### src/rtl/fifo_push_arbiter_if.sv
`default_nettype none
// ============================================================================
// Module      : fifo_push_arbiter_if
// Description : Bundles the request side and the FIFO side of the push
//               arbiter into one bus.
//               master : requesters / FIFO model (drives en, req, data_in,
//                        fifo_count; observes push, data_out, ack, grant_id,
//                        full_stall)
//               slave  : the arbiter itself
// Ports       : en, req[DRVRS], data_in[DRVRS*PCKG_SZ], fifo_count,
//               push, data_out[PCKG_SZ], ack[DRVRS], grant_id, full_stall
// Revision    : 1.0 - initial release
// ============================================================================
interface fifo_push_arbiter_if #(
    parameter int DRVRS   = 4,
    parameter int PCKG_SZ = 16,
    parameter int DEPTH   = 16
);
    logic                       en;
    logic [DRVRS-1:0]           req;
    logic [DRVRS*PCKG_SZ-1:0]   data_in;
    logic [$clog2(DEPTH):0]     fifo_count;
    logic                       push;
    logic [PCKG_SZ-1:0]         data_out;
    logic [DRVRS-1:0]           ack;
    logic [$clog2(DRVRS)-1:0]   grant_id;
    logic                       full_stall;

    modport master (
        output en, req, data_in, fifo_count,
        input  push, data_out, ack, grant_id, full_stall
    );

    modport slave (
        input  en, req, data_in, fifo_count,
        output push, data_out, ack, grant_id, full_stall
    );
endinterface
`default_nettype wire

### src/rtl/fifo_push_arbiter.sv
`default_nettype none
// ============================================================================
// Module      : fifo_push_arbiter
// Description : Round-robin arbiter sharing one FIFO write port among DRVRS
//               requesters. A grant is taken in IDLE when enabled, something
//               is requested and the FIFO reports space; the winner's word is
//               registered and pushed for exactly one cycle (PUSH state), so
//               at most one push every two cycles and the FIFO count is
//               always up to date when the next decision is made.
// Ports       : clk_i      - clock, rising edge
//               rst_i      - asynchronous reset, active-low
//               bus        - slave side of fifo_push_arbiter_if
//                            (en, req, data_in, fifo_count in;
//                             push, data_out, ack, grant_id, full_stall out)
// Revision    : 1.0 - initial release
// ============================================================================
module fifo_push_arbiter #(
    parameter int DRVRS   = 4,
    parameter int PCKG_SZ = 16,
    parameter int DEPTH   = 16
) (
    input  wire logic            clk_i,
    input  wire logic            rst_i,
    fifo_push_arbiter_if.slave   bus
);

    localparam int ID_W  = $clog2(DRVRS);
    localparam int CNT_W = $clog2(DEPTH) + 1;

    localparam logic [CNT_W-1:0] C_DEPTH    = CNT_W'(DEPTH);
    localparam logic [ID_W-1:0]  C_PTR_INIT = ID_W'(DRVRS - 1);

    typedef enum logic [0:0] {
        IDLE = 1'b0,
        PUSH = 1'b1
    } state_t;

    state_t               state_q, state_d;
    logic                 push_q, push_d;
    logic [DRVRS-1:0]     ack_q, ack_d;
    logic [PCKG_SZ-1:0]   data_out_q, data_out_d;
    logic [ID_W-1:0]      grant_id_q, grant_id_d;
    logic [ID_W-1:0]      ptr_q, ptr_d;
    logic                 full_stall_q, full_stall_d;

    logic                 w_space;
    logic                 w_found;
    logic [ID_W-1:0]      w_win;
    logic [ID_W-1:0]      w_idx;

    // Counts beyond DEPTH are treated as full as well.
    assign w_space = (bus.fifo_count < C_DEPTH);

    // Round-robin search starting one past the last winner, wrapping.
    always_comb begin
        w_found = 1'b0;
        w_win   = ptr_q;
        w_idx   = ptr_q;
        for (int k = 1; k <= DRVRS; k++) begin
            w_idx = ID_W'((int'(ptr_q) + k) % DRVRS);
            if (!w_found && bus.req[w_idx]) begin
                w_found = 1'b1;
                w_win   = w_idx;
            end
        end
    end

    always_comb begin
        state_d      = state_q;
        push_d       = 1'b0;
        ack_d        = '0;
        data_out_d   = data_out_q;
        grant_id_d   = grant_id_q;
        ptr_d        = ptr_q;
        full_stall_d = (|bus.req) & ~w_space;

        case (state_q)
            IDLE: begin
                if (bus.en && w_found && w_space) begin
                    push_d        = 1'b1;
                    ack_d[w_win]  = 1'b1;
                    data_out_d    = bus.data_in[int'(w_win)*PCKG_SZ +: PCKG_SZ];
                    grant_id_d    = w_win;
                    ptr_d         = w_win;
                    state_d       = PUSH;
                end
            end
            // The push in flight always completes, regardless of en.
            PUSH: begin
                state_d = IDLE;
            end
            default: begin
                state_d = IDLE;
            end
        endcase
    end

    always_ff @(posedge clk_i or negedge rst_i) begin
        if (!rst_i) begin
            state_q      <= IDLE;
            push_q       <= 1'b0;
            ack_q        <= '0;
            data_out_q   <= '0;
            grant_id_q   <= '0;
            ptr_q        <= C_PTR_INIT;
            full_stall_q <= 1'b0;
        end else begin
            state_q      <= state_d;
            push_q       <= push_d;
            ack_q        <= ack_d;
            data_out_q   <= data_out_d;
            grant_id_q   <= grant_id_d;
            ptr_q        <= ptr_d;
            full_stall_q <= full_stall_d;
        end
    end

    assign bus.push       = push_q;
    assign bus.ack        = ack_q;
    assign bus.data_out   = data_out_q;
    assign bus.grant_id   = grant_id_q;
    assign bus.full_stall = full_stall_q;

endmodule
`default_nettype wire

### src/flat_wrapper.sv
// flat-port wrapper written by rule: the top's interface ports become plain ports
module fifo_push_arbiter_flat 
#(
    parameter int DRVRS   = 4,
    parameter int PCKG_SZ = 16,
    parameter int DEPTH   = 16
)
  (clk_i, rst_i, bus_en, bus_req, bus_data_in, bus_fifo_count, bus_push, bus_data_out, bus_ack, bus_grant_id, bus_full_stall);
  fifo_push_arbiter_if #(.DRVRS(DRVRS), .PCKG_SZ(PCKG_SZ), .DEPTH(DEPTH)) bus_i ();
  input  wire logic clk_i;
  input  wire logic rst_i;
  input wire logic [$bits(bus_i.en)-1:0] bus_en;
  input wire logic [$bits(bus_i.req)-1:0] bus_req;
  input wire logic [$bits(bus_i.data_in)-1:0] bus_data_in;
  input wire logic [$bits(bus_i.fifo_count)-1:0] bus_fifo_count;
  output wire logic [$bits(bus_i.push)-1:0] bus_push;
  output wire logic [$bits(bus_i.data_out)-1:0] bus_data_out;
  output wire logic [$bits(bus_i.ack)-1:0] bus_ack;
  output wire logic [$bits(bus_i.grant_id)-1:0] bus_grant_id;
  output wire logic [$bits(bus_i.full_stall)-1:0] bus_full_stall;
  assign bus_i.en = bus_en;
  assign bus_i.req = bus_req;
  assign bus_i.data_in = bus_data_in;
  assign bus_i.fifo_count = bus_fifo_count;
  assign bus_push = bus_i.push;
  assign bus_data_out = bus_i.data_out;
  assign bus_ack = bus_i.ack;
  assign bus_grant_id = bus_i.grant_id;
  assign bus_full_stall = bus_i.full_stall;
  fifo_push_arbiter #(.DRVRS(DRVRS), .PCKG_SZ(PCKG_SZ), .DEPTH(DEPTH)) u_core (.clk_i(clk_i), .rst_i(rst_i), .bus(bus_i));
endmodule
### config.mk
export PLATFORM = sky130hd
export DESIGN_NAME = fifo_push_arbiter_flat
export DESIGN_NICKNAME = d
export VERILOG_FILES = /design/src/rtl/fifo_push_arbiter_if.sv /design/src/rtl/fifo_push_arbiter.sv /design/src/flat_wrapper.sv
export SDC_FILE = /design/constraint.sdc
export NUM_CORES = 1
export LEC_CHECK = 0
export CAP_MARGIN = 40
export CORE_ASPECT_RATIO = 1.1
export CORE_MARGIN = 2
export CORE_UTILIZATION = 25
export CTS_CLUSTER_SIZE = 20
export DETAILED_ROUTE_END_ITERATION = 7
export PLACE_DENSITY = 0.55
export SLEW_MARGIN = 25
export SYNTH_ARGS = -nofsm -noshare
export SYNTH_HDL_FRONTEND = slang
export SYNTH_SLANG_ARGS = --single-unit
### constraint.sdc
create_clock -name clk_i -period 2.4 [get_ports clk_i]
set_clock_uncertainty 0.1 [all_clocks]
set_input_delay 0.24 -clock clk_i [delete_from_list [all_inputs] [get_ports clk_i]]
set_output_delay 0.24 -clock clk_i [all_outputs]
set_load 0.005 [all_outputs]
==> impl_summary.txt <==
----------------------------------------------------
[Synthesis]
  Post-synthesis share of cell area spent on full adders, half adders and majority gates ... 0%
  Basic-gate share of the synthesized area counting and, or, nand and nor cells ... 16.2%
  Count of mapped cells out of synthesis ... 171
  Top flip-flop cell by instance count after synthesis ... sky130_fd_sc_hd__dfrtp_1
  Syn Nets ... between 200 and 250
  Share of the yosys chip area belonging to registers ... between 30 and 40%
  Count of state elements after synthesis ... 26
  Mux share of post-synthesis cell area ... about a tenth
  Async SR Flop Fraction ... 100%
  Number of flops mapped to enable cells by yosys ... 0
  Count of cell types in the netlist ... 31
  Yosys warnings ... 0
  Xor/xnor share of the synthesized area ... 0%
  Area fraction in compound gates after synthesis ... just under 30%
  Summed instance area of the synthesized netlist ... approximately 1700 sq um
  Dominant combinational cell family by area after synthesis ... compound AO/OA/AOI/OAI gates
  Mean instance size in the synthesized netlist ... 9.93 sq um

[Finish]
  Commonest non-fill, non-tap cells in the layout ... sky130_fd_sc_hd__clkdlybuf4s50_1, sky130_fd_sc_hd__dfrtp_1, sky130_fd_sc_hd__nand2_1, sky130_fd_sc_hd__a21o_1
  Layout Nets ... roughly 340
  Layout area overhead ... 66.0%
  Layout cells sized above 1 ... between 10% and 20%
  Most common cell after layout, fill and taps aside ... sky130_fd_sc_hd__clkdlybuf4s50_1
  Filler Cells Inserted ... 678
  Non-Filler Cell Area, Final ... about 2800 sq um
  Number of inserted diodes ... 0

[STA]
  Final WS setup ... ~310 ps
  Worst slew margin ... about 57%
  RSZ-0062 raised after global routing ... no
  Peak Freq ... 479 MHz
  Final-layout worst hold slack ... 240 ps
  Measured slew at the worst slew-check pin ... between 600 and 700 ps
  Final worst path period need ... 2090 ps
  Setup TNS after final layout ... 0 ps
  Final Slew Violations ... 0
  Final hold viol count ... 0
  Period utilisation layout ... 87.0%
  Total setup violations reported at the end of the flow ... 0

[Power]
  Switching component of the power ... between 600 and 700 uW
  Internal power of the cells ... 1410 uW
  Combinational share of power ... between 40% and 50%
  Maximum resistive drop on vdd ... approximately 260 uV
  Relative contribution of the clock network to total power ... around 18%
  Static leakage power ... 0.00119 uW
  Sequential fraction of design power ... between 30% and 40%
  Areal power density over the cells ... about 740 nW/um^2
  Total Power Consumption ... between 2000 and 2500 uW
  Sw Ratio ... about 33%

[Route]
  Routed wl met3 ... 364 um
  Detailed-routing wirelength on met1 ... ~2500 um
  Post-route ant nets ... 0
  DRC violations left ... 0
  Highest metal layer used by the detailed router ... met4
  Total met2 wirelength after detailed routing ... 2660 um
  First drt pass iteration count ... 4
  Via density per instance ... 4.88
  Drt initial violations ... between 80 and 90
  Mean routed wirelength per cell ... ~16 um
  Drt total wl ... ~5500 um
  Count of vias placed by the detailed router ... 1693

[Clock network]
  Clock Pin Slew Worst Setup and Hold Paths ... approximately 100 ps
  Number of gates given a new drive strength after cts ... 0
  Root cell of the clock tree ... sky130_fd_sc_hd__clkbuf_8
  TritonCTS Buffers ... 3
  # Post-CTS Setup Buffers ... 0
  CTS tree ... yes
  Clock latency at the later pin of the worst-skew pair ... ~270 ps
  Maximum number of buffers from clock root to sink ... 2
  # clock sinks ... 26
  Deepest level of the CTS H-tree ... 1
  CTS Hold Buffers Added ... 0

[Placement]
  GP Congestion ... ~0.8
  Total cell area at the placement stage ... 2750 sq um
  Total of buffers placed on input and output ports ... 95
  Total half-perimeter wirelength after legalization and detailed placement ... 3930 um
  Worst-case setup slack after placement ... 23.4 ps

[Setup path]
  Max stage delay on crit path ... 630 ps
  Signal arrival time at the worst endpoint ... 2180 ps
  Data required time of the critical path ... about 2500 ps
  Critical path class ... in2reg
  Buffer and inverter count on the worst path ... 2
  CP Launch Type ... primary input
  Maximum fanout along the worst path ... 20
  Largest delay contributor family on the critical path ... simple AND/OR/NAND/NOR gates
  Critical Path Sink Type ... flop
  Worst path slowest cell ... sky130_fd_sc_hd__or4b_1
  Cells along the critical path ... clkdlybuf4s50_1, nor4_1, or4b_1, inv_12, o211ai_4, a21o_1, o211ai_1

[Global routing]
  All-Layer GR Usage ... between 10% and 20%
  Largest net degree at the start of global routing ... 27
  Number of global-route vias before repair ... 1766
  Wire length of the first global-routing pass ... ~8600 um
  Remaining global-route overflow ... 0
  Number of antenna violations at the first check in global routing ... 0

[Job]
  Maxcap violations ... 0

[Floorplan]
  Die ar. ... between 7000 and 8000 sq um
  Floorplan core area ... approximately 6600 sq um
  Number of placement rows ... 31
  Effective utilization at floorplan ... 25.7%
  IO Count ... 100
  Horizontal die dimension ... approximately 83 um
  Vertical die dimension ... 90.4 um

[Status]
  Result of the run ... finished, final reports clean

[Hold path]
  Kind of path behind the tightest hold check ... in2async

----------------------------------------------------
sequential cells by signal, summed over array words and instances, names as in the netlist:
signal,cells
u_core.bus.ack,4
u_core.bus.data_out,16
u_core.bus.full_stall,1
u_core.bus.grant_id,2
u_core.bus.push,1
u_core.ptr_q,2
worst paths after layout:
path / from / to / slack [ps] / cells past startpoint
setup / recovery: bus_req[1] / u_core.bus.data_out[1]$_DFFE_PN0P_ / 310 / 7
hold / removal: rst_i / u_core.bus.full_stall$_DFF_PN0_ / 240 / 2
setup reg to reg: u_core.ptr_q[0]$_DFFE_PN1P_ / u_core.bus.data_out[6]$_DFFE_PN0P_ / 460 / 5
hold reg to reg: u_core.bus.data_out[12]$_DFFE_PN0P_ / u_core.bus.data_out[12]$_DFFE_PN0P_ / 400 / 2
max in group asynchronous: rst_i / u_core.ptr_q[0]$_DFFE_PN1P_ / 1650 / 2
min in group clk_i: u_core.bus.data_out[12]$_DFFE_PN0P_ / u_core.bus.data_out[12]$_DFFE_PN0P_ / 400 / 2
cell families after synthesis:
kind of cell           Yosys count
muxes                           16
and+or+nand+nor                 52
DFF                             26
buffers and inverters           17
AOI/OAI and AO/OA               60
power by group through the flow:
stage | clock (uW) | combinational [uW] | sequential, uW
5_1_grt | 401 | 1150 | 692
4_1_cts | 392 | 1060 | 675
6_report | 377 | 1040 | 672
3_3_place_gp | 0 | 1050 | 681
2_1_floorplan | 0 | 518 | 679
3_5_place_dp | 0 | 1060 | 679
through the flow:
step,utilization [%],std cells
floorplan,-,171
global placement,41.7,343
detailed placement,41.7,343
CTS,42.8,347
global route,42.8,347
finish,42.8,347
Yosys cell counts, types with 2 or more instances:
cell type | instances | area (sq um)
sky130_fd_sc_hd__a21o_1 | 17 | 128
sky130_fd_sc_hd__a21oi_1 | 2 | 10.0
sky130_fd_sc_hd__buf_2 | 2 | 10.0
sky130_fd_sc_hd__buf_4 | 2 | 15.0
sky130_fd_sc_hd__buf_6 | 3 | 33.8
sky130_fd_sc_hd__clkbuf_1 | 8 | 30.0
sky130_fd_sc_hd__dfrtp_1 | 24 | 601
sky130_fd_sc_hd__dfstp_2 | 2 | 52.6
sky130_fd_sc_hd__mux2i_1 | 16 | 160
sky130_fd_sc_hd__nand2_1 | 17 | 63.8
sky130_fd_sc_hd__nand2b_1 | 2 | 12.5
sky130_fd_sc_hd__nand4_1 | 16 | 100
sky130_fd_sc_hd__nor2_1 | 8 | 30.0
sky130_fd_sc_hd__nor2b_1 | 2 | 12.5
sky130_fd_sc_hd__o211ai_1 | 6 | 45.0
sky130_fd_sc_hd__o211ai_2 | 10 | 125
sky130_fd_sc_hd__o21a_1 | 3 | 22.5
sky130_fd_sc_hd__o21ai_1 | 3 | 15.0
sky130_fd_sc_hd__o31ai_1 | 16 | 120
cell type report:
class,instances,area [sq um],share of cell area (%)
timing repair buffer,106,1030,36.7
inverter,1,16.3,0.577
clock buffer,3,41.3,1.46
clock inverter,1,30.0,1.07
sequential,26,653,23.2
tap,82,103,3.64
multi-input combinational,128,942,33.4
metal layers:
layer	global-route usage, %	vias to the layer above
met5	0	-
met2	25.5	53
met1	19.1	798
met3	3.00	2
li1	-	840
met4	2.87	0
(Power assumes the default switching activity.)
